===== config.mk =====
export PLATFORM = sky130hd
export DESIGN_NAME = uart_rx_frame_ctrl
export DESIGN_NICKNAME = d
export VERILOG_FILES = /design/src/rtl/uart_rx_pkg.sv /design/src/rtl/uart_rx_frame_decode.sv /design/src/rtl/uart_rx_frame_ctrl.sv
export SDC_FILE = /design/constraint.sdc
export NUM_CORES = 1
export LEC_CHECK = 0
export ABC_AREA = 1
export BUFFER_PORTS_ARGS = -buffer_cell sky130_fd_sc_hd__buf_2
export CAP_MARGIN = 20
export CORE_MARGIN = 4
export CORE_UTILIZATION = 45
export CTS_CLUSTER_DIAMETER = 40
export CTS_CLUSTER_SIZE = 20
export DETAILED_ROUTE_END_ITERATION = 10
export MAX_ROUTING_LAYER = met4
export PLACE_DENSITY = 0.65
export SYNTH_ARGS = -nofsm -noshare
export SYNTH_HDL_FRONTEND = slang
export SYNTH_SLANG_ARGS = --single-unit

===== constraint.sdc =====
create_clock -name PCLK -period 3.5 [get_ports PCLK]
set_input_delay 0.35 -clock PCLK [delete_from_list [all_inputs] [get_ports PCLK]]
set_output_delay 0.35 -clock PCLK [all_outputs]
set_load 0.03 [all_outputs]

===== src/rtl/uart_rx_pkg.sv =====
`default_nettype none
// ============================================================
// uart_rx_pkg - shared types for the UART RX frame path, rev 1.0
// ============================================================
package uart_rx_pkg;

  localparam int FRAME_W_DEF = 12;
  localparam int DATA_W_DEF  = 8;
  localparam int START_POS   = 0;

  typedef enum logic [2:0] {
    IDLE = 3'd0,
    RD   = 3'd1,
    CAP  = 3'd2,
    DEC  = 3'd3,
    HOLD = 3'd4
  } rx_state_e;

  typedef struct packed {
    logic [3:0] data_bits;
    logic       parity_en;
    logic       parity_odd;
    logic       stop2;
  } rx_cfg_t;

  typedef struct packed {
    logic start;
    logic parity;
    logic stop;
  } rx_err_t;

endpackage
`default_nettype wire


===== src/rtl/uart_rx_frame_decode.sv =====
`default_nettype none
// ============================================================
// uart_rx_frame_decode - combinational raw frame to data/error decode, rev 1.0
// ============================================================
module uart_rx_frame_decode
  import uart_rx_pkg::*;
#(
  parameter int FRAME_W = FRAME_W_DEF,
  parameter int DATA_W  = DATA_W_DEF
) (
  input  logic [FRAME_W-1:0] frame,
  input  rx_cfg_t            cfg,
  output logic [DATA_W-1:0]  data,
  output rx_err_t            err
);

  localparam int IW = $clog2(FRAME_W);

  logic [IW-1:0] n_bits;
  logic [IW-1:0] par_pos;
  logic [IW-1:0] stop_pos;
  logic          par_calc;

  always_comb begin
    // Out-of-range widths fall back to the full data width
    n_bits = IW'(DATA_W);
    if (cfg.data_bits >= 4'd5 && cfg.data_bits < 4'd8) begin
      n_bits = IW'(cfg.data_bits);
    end
    par_pos  = n_bits + IW'(1);
    stop_pos = par_pos + IW'(cfg.parity_en);

    data     = DATA_W'(frame >> 1) & ~({DATA_W{1'b1}} << n_bits);
    par_calc = (^data) ^ frame[par_pos];

    err.start  = frame[START_POS];
    err.parity = cfg.parity_en & (par_calc != cfg.parity_odd);
    err.stop   = ~frame[stop_pos] | (cfg.stop2 & ~frame[stop_pos + IW'(1)]);
  end

endmodule
`default_nettype wire


===== src/rtl/uart_rx_frame_ctrl.sv =====
`default_nettype none
// ============================================================
// uart_rx_frame_ctrl - RX FIFO pop/decode sequencer with idle timeout, rev 1.0
// ============================================================
module uart_rx_frame_ctrl
  import uart_rx_pkg::*;
#(
  parameter int FRAME_W     = FRAME_W_DEF,
  parameter int DATA_W      = DATA_W_DEF,
  parameter int TIMEOUT_CYC = 1024
) (
  input  logic               PCLK,
  input  logic               PRESET,
  input  logic               enable,
  input  logic [3:0]         cfg_data_bits,
  input  logic               cfg_parity_en,
  input  logic               cfg_parity_odd,
  input  logic               cfg_stop2,
  input  logic               fifo_not_empty,
  output logic               fifo_rd_en,
  input  logic [FRAME_W-1:0] fifo_rd_data,
  output logic               out_valid,
  input  logic               out_ready,
  output logic [DATA_W-1:0]  out_data,
  output logic               out_err_start,
  output logic               out_err_parity,
  output logic               out_err_stop,
  output logic               rx_done,
  output logic               timeout_flag,
  output logic               busy
);

  localparam int                CNT_W   = $clog2(TIMEOUT_CYC + 1);
  localparam logic [CNT_W-1:0]  CNT_MAX = CNT_W'(TIMEOUT_CYC);

  rx_state_e          state_q, state_d;
  logic [FRAME_W-1:0] frame_q, frame_d;
  rx_cfg_t            cfg_q, cfg_d;
  logic [DATA_W-1:0]  data_q, data_d;
  rx_err_t            err_q, err_d;
  logic               rx_done_q, rx_done_d;
  logic [CNT_W-1:0]   cnt_q, cnt_d;
  logic               armed_q, armed_d;
  logic               accept;
  logic [DATA_W-1:0]  dec_data;
  rx_err_t            dec_err;

  uart_rx_frame_decode #(
    .FRAME_W (FRAME_W),
    .DATA_W  (DATA_W)
  ) u_decode (
    .frame (frame_q),
    .cfg   (cfg_q),
    .data  (dec_data),
    .err   (dec_err)
  );

  always_comb begin
    state_d = state_q;
    frame_d = frame_q;
    cfg_d   = cfg_q;
    data_d  = data_q;
    err_d   = err_q;
    accept  = 1'b0;
    case (state_q)
      IDLE: if (enable && fifo_not_empty) state_d = RD;
      RD: begin
        cfg_d   = '{data_bits: cfg_data_bits, parity_en: cfg_parity_en,
                    parity_odd: cfg_parity_odd, stop2: cfg_stop2};
        state_d = CAP;
      end
      CAP: begin
        frame_d = fifo_rd_data;
        state_d = DEC;
      end
      DEC: begin
        data_d  = dec_data;
        err_d   = dec_err;
        state_d = HOLD;
      end
      HOLD: if (out_ready) begin
        accept  = 1'b1;
        state_d = (enable && fifo_not_empty) ? RD : IDLE;
      end
      default: state_d = IDLE;
    endcase
    rx_done_d = accept;

    // Idle timer only runs after a frame was handed over and the FIFO stays dry
    cnt_d   = cnt_q;
    armed_d = armed_q;
    if (state_q == RD || !enable) begin
      cnt_d   = '0;
      armed_d = 1'b0;
    end else begin
      if (accept) armed_d = 1'b1;
      if (armed_q && state_q == IDLE && !fifo_not_empty && cnt_q != CNT_MAX) begin
        cnt_d = cnt_q + CNT_W'(1);
      end
    end
  end

  always_ff @(posedge PCLK or posedge PRESET) begin
    if (PRESET) begin
      state_q   <= IDLE;
      frame_q   <= '0;
      cfg_q     <= '0;
      data_q    <= '0;
      err_q     <= '0;
      rx_done_q <= 1'b0;
      cnt_q     <= '0;
      armed_q   <= 1'b0;
    end else begin
      state_q   <= state_d;
      frame_q   <= frame_d;
      cfg_q     <= cfg_d;
      data_q    <= data_d;
      err_q     <= err_d;
      rx_done_q <= rx_done_d;
      cnt_q     <= cnt_d;
      armed_q   <= armed_d;
    end
  end

  assign fifo_rd_en     = (state_q == RD);
  assign out_valid      = (state_q == HOLD);
  assign busy           = (state_q != IDLE);
  assign out_data       = data_q;
  assign out_err_start  = err_q.start;
  assign out_err_parity = err_q.parity;
  assign out_err_stop   = err_q.stop;
  assign rx_done        = rx_done_q;
  assign timeout_flag   = (cnt_q == CNT_MAX);

endmodule
`default_nettype wire


## Word-level counts from Yosys, hierarchy flattened

Index checks and enable logic that the tools add are counted.

- Bits in read-only memories: 0
- Latch bits: 0
- Memories: 0
- RAM bits: 0
- Flip-flop bits (word level): 46

- Equal/unequal tests: 9
- Add/sub/neg operators: 4
- Shift-type cells: 1
- Muxes and demuxes: 17
- $lt $le $gt $ge: 5
- Multipliers: 0
- Reductions and logical operators: 14
- Bitwise gates (word level): 8
- Div/mod/pow operators: 0

Operators by type and width:

| cell | number |
|---|---|
| 11-bit 2-to-1 mux | 2 |
| 4-bit by 5-bit < comparator with 1-bit output, second input constant | 3 |
| 3-bit one-hot mux with 5 select lines | 1 |
| 1-bit binary-select mux with 4-bit select | 3 |
| 11-bit by 1-bit adder with 11-bit output, second input constant | 1 |
| 11-bit equality test, second input constant | 1 |
| 11-bit inequality test, second input constant | 1 |
| 4-bit by 1-bit adder with 4-bit output, second input constant | 2 |
| 8-bit bitwise AND | 1 |
| 1-bit 2-to-1 mux | 8 |
| 8-bit NOT | 1 |
| 8-bit XOR reduction | 1 |
| 8-bit by 4-bit left shift with 8-bit output, first input constant | 1 |
| 3-bit by 2-bit equality test with 1-bit output, second input constant | 2 |
| 3-bit 2-to-1 mux | 2 |
| 1-bit logical AND | 5 |
| 4-bit by 1-bit adder with 4-bit output | 1 |
| 4-bit by 3-bit greater-or-equal comparator with 1-bit output, second input constant | 1 |
| 4-bit < comparator, second input constant | 1 |
| 4-bit 2-to-1 mux | 1 |
| 2-bit nonzero test | 2 |
| 3-bit by 1-bit equality test with 1-bit output, second input constant | 1 |
| 3-bit equality test, second input constant | 1 |
| 3-bit logical NOT | 1 |
| 11 further kinds | 14 |

## Depth between registers and ports, before layout

- Depth in word-level cells: 11
- Gate-level depth with buffers: 17
- Gate-level depth less buffers: 17

## Modules after synthesis

Synthesis repeated with hierarchy kept, for this count alone.

- Cell total of the unflattened synthesis: 382
- Area total of the unflattened synthesis: 2,981.6 um^2

Modules (own cells, without submodules):

| module | times used | area each (um^2) | cells each |
|---|---|---|---|
| uart_rx_frame_ctrl | 1 | 2,080.7 | 207 |
| uart_rx_frame_decode | 1 | 900.9 | 175 |

## Worst setup path before layout

OpenSTA, ideal clock, no wires.

- Path type: flip-flop to flip-flop
- Start: reg cfg_q[6] (netlist bit)
- End: reg err_q (netlist bit out_err_stop)
- Stages on the path, launching flop included: 15
- Buffers on the path: 0
- Data required time: 3,380 ps
- Path slack: 1,036 ps
- Arrival: 2,344 ps
- Path through: dfrtp_1 > nor2_8 > nand2_2 > inv_2 > ha_1 > ha_1 > ha_1 > a21oi_1 > o21ai_0 > o21ai_0 > nand3_1 > nand2_1 > nand2_1 > nand3_2 > a21oi_2

- Longest elaborated chain between the ends: 11
- Elaborated cells on any way between the ends: 15
- Those cells by class: 3 x add/sub; 2 x order compare; 5 x mux; 4 x bitwise; 1 x reduce/logical

Ends and longest elaborated chain:

| what | RTL line | text |
|---|---|---|
| from (decl) | uart_rx_frame_ctrl.sv:38 | `rx_cfg_t cfg_q, cfg_d;` |
| from (signal assigned) | uart_rx_frame_ctrl.sv:116 | `cfg_q <= cfg_d;` |
| 4-bit by 3-bit greater-or-equal comparator with 1-bit output or 4-bit < comparator (tied branches) | uart_rx_frame_decode.sv:27 | `if (cfg.data_bits >= 4'd5 && cfg.data_bits < 4'd8) begin` |
| 1-bit logical AND | uart_rx_frame_decode.sv:27 |  |
| 4-bit 2-to-1 mux * | uart_rx_frame_decode.sv:27 |  |
| 4-bit by 1-bit adder with 4-bit output * | uart_rx_frame_decode.sv:30 | `par_pos = n_bits + IW'(1);` |
| 4-bit by 1-bit adder with 4-bit output * | uart_rx_frame_decode.sv:31 | `stop_pos = par_pos + IW'(cfg.parity_en);` |
| 4-bit by 1-bit adder with 4-bit output | uart_rx_frame_decode.sv:38 | `err.stop = ~frame[stop_pos] \| (cfg.stop2 & ~frame[stop_pos + IW'(1)]);` |
| 1-bit binary-select mux with 4-bit select | uart_rx_frame_decode.sv:38 |  |
| 1-bit 2-to-1 mux (implied by the code) | uart_rx_frame_decode.sv:38 |  |
| 1-bit NOT | uart_rx_frame_decode.sv:38 |  |
| 1-bit bitwise AND | uart_rx_frame_decode.sv:38 |  |
| 1-bit bitwise OR * | uart_rx_frame_decode.sv:38 |  |
| to (signal assigned) | uart_rx_frame_ctrl.sv:118 | `err_q <= err_d;` |
| to (decl) | uart_rx_frame_ctrl.sv:40 | `rx_err_t err_q, err_d;` |

Mark *: on every way between the ends. The rest lies on a longest branch, timed or not. The select of a mux whose other input is x is not followed.
A chain may end at the register's enable or synchronous reset.

## Final worst setup path

Ends and elaborated chain as after synthesis.

==> impl_metrics.toml <==
[logic_synthesis]
ys_seq_area_frac = 0.424
yosys_warnings = 0
ys_ff_latch = 46
syn-cell-area_sq_um = 2720
avgSynthCellArea_sq_um = 7.67
syn_inst = 354
synth.distinct_cells = 31
syn_nets = 384

[cts]
clkTransAtPathRegs_ns = 0.09
h-tree-depth = 2
cts_resized = 0
cts_tree = "yes"
clockBufferDepth = 2
cts_made_buffers = 5
cts.sinks = 46
cts-root-buf = "clkbuf_8"
insertion_delay_ns = 0.30

[critical_path]
crit_chain = "nor2_8, nand2_2, inv_2, ha_1, ha_1, ha_1, o21ai_0, o21ai_0, nand3_1, nand2_1, nand2_1, nand3_2, a21oi_2"
crit_top_cell = "ha_1"
max_stage_delay_ns = 0.45
critPathMaxFanout = 10
cp.required_ns = 3.69
critPathArrivalTime_ns = 2.86
crit_start = "cfg_q[6]"
worst-setup-path-type = "reg2reg"
cp_slowest_cell = "dfrtp_1"
worstSetupStartpointType = "flip-flop"
r2r_start = "cfg_q[6]"
cp-end-kind = "flip-flop"

[finish]
antennaDiodeCount = 0
fillCellCount = 591
fin_nets = 425
design_area_sq_um = 3120
multi_input_area_sq_um = 1360
fin_util = 0.531
mostFrequentLayoutCells = "83 x nand2_1, 46 x dfrtp_1, 44 x inv_1"
syn2layout_area_growth_pct = 15.0
seq_area_sq_um = 1150
final_common_cell = "nand2_1"
drive_gt1_frac = 0.197

[power]
p_leak_nw = 1.60
p_total_mw = 3.18
p_per_area_nw_per_um2 = 1020
peakVddDrop_v = 0.000508

[floorplanning]
core_area_sq_um = 5890
die_w_um = 85.7
rows = 28
dieArea_sq_um = 7340
io-pin-count = 40
die_height_um = 85.7
initial_utilization = 0.462

[timing]
worst_pin_slew_ns = 0.690
hold_viol_final = 0
timing.fmax_ghz = 0.374
finalMaxSlewViolations = 0
whs_ns = 0.253
finalSetupTns_ns = 0
fin_worst_skew_ns = 0.00625
period_share = 0.763
fin_crit_ns = 2.67
max-slew-margin-rel = 0.539
rsz0062_at_grt = "false"
setup_viol_count_final = 0

[grt]
grt_remaining_overflow = 0
grt_pass1_wl_um = 10700
antenna_found_initial = 0
gr-usage-all-layers = 0.186
grt_pass1_vias = 2366
grt_max_degree = 47

[run_status]
status = "complete, no violations"

[routing]
avgRoutedWirePerCell_um = 13.0
via_count = 2418
antenna_left = 0
drc = 0
via_per_inst = 5.13
drt_iter0_drc = 147
wl_um = 6140
dr.pass1.iters = 4

[job]
maxCapViolations = 0

[worst_hold_path]
hold_path.class = "in2reg"
hold_path_startpoint = "cfg_data_bits[3]"

[place]
gp_congestion = 0.872
dpl.hpwl_um = 4630
placed_area_sq_um = 2980
portBuffers = 39
## what timing repair did
action / CTS / global route
hold buffers: 0 / 1
buffers inserted: 0 / 0
setup endpoints to repair: 0 / 0
endpoints found under the hold margin: 0 / 2
## final cells by class
class                           instances  area share
Clock buffer                            5      0.0220
Clock inverter                          3      0.0144
Inverter                               47      0.0565
Multi-Input combinational cell        253       0.434
Sequential cell                        46       0.369
Tap cell                               75      0.0300
Timing Repair Buffer                   42      0.0745
## kinds of logic after synthesis
kind of cell,count (synthesis),synth area share
AND/OR/NAND/NOR,170,0.307
AO/OA/AOI/OAI,69,0.135
buffers and inverters,55,0.0774
flip-flops,46,0.424
adder cells (fa/ha/maj),6,0.0276
XOR/XNOR,4,0.0129
multiplexers,4,0.0166
## power breakdown
group | internal (mW) | switching, mW | leakage (nW)
sequential | 0.725 | 0.195 | 0.575
clock | 0.213 | 0.191 | 0.0504
combinational | 0.653 | 1.21 | 0.977
## synth_stat cells
master	count	area share
nand2_1	83	0.11
dfrtp_1	46	0.42
inv_1	45	0.062
o21ai_0	35	0.064
nand3_1	30	0.055
nor2_1	29	0.040
a21oi_1	25	0.046
ha_1	6	0.028
nand2_4	6	0.025
clkbuf_1	5	0.0069
mux2_2	4	0.017
xnor2_1	4	0.013
buf_2	3	0.0055
nand2_2	3	0.0069
nand3_2	3	0.011
nor3_1	3	0.0055
o211ai_1	3	0.0083
inv_2	2	0.0028
nand3b_1	2	0.0055
nand4_1	2	0.0046
nor2_4	2	0.0083
nor3_2	2	0.0074
o21a_1	2	0.0055
o21ai_1	2	0.0037
a21oi_2	1	0.0032
a221oi_1	1	0.0032
nand3_4	1	0.0064
nand4_2	1	0.0046
nor2_2	1	0.0023
nor2_8	1	0.0074
or2_2	1	0.0023
## path summary, 6_finish.rpt
path	to	slack, ns	cells after the start
setup / recovery	out_err_stop	0.83	13
hold / removal	cfg_q[6]	0.25	3
setup reg to reg	out_err_stop	0.83	13
hold reg to reg	out_err_parity	0.49	2
max in group asynchronous	out_err_stop	2.63	4
min in group asynchronous	frame_q[1]	0.44	3
## sequential cells by signal, indices dropped and copies added (netlist names)
signal	flops
frame_q	12
cnt_q	11
out_data	8
cfg_q	7
state_q	3
armed_q	1
out_err_parity	1
out_err_start	1
out_err_stop	1
rx_done	1
## critical path, delay by kind of cell, from the launching register on
kind,cells,cell delay [ns]
AOI/OAI and AO/OA,3,0.33
adders and majority gates,3,1.04
buffers and inverters,1,0.09
DFF,1,0.45
and+or+nand+nor,6,0.66
## metal layers
layer | share of wire | GRT usage | vias up
met1 | 0.46 | 0.236 | 1111
met5 | 0 | - | -
met4 | 0.030 | 0.0820 | 0
met3 | 0.053 | 0.0355 | 13
li1 | - | - | 1227
met2 | 0.46 | 0.290 | 67
## per-stage QoR
step	worst slack, ns	std cells
after global routing	0.546	471
after global placement	0.910	461
after floorplan	1.04	354
after CTS	0.843	469
final	0.829	471
after detailed placement	0.854	461
(Power assumes the default switching activity.)
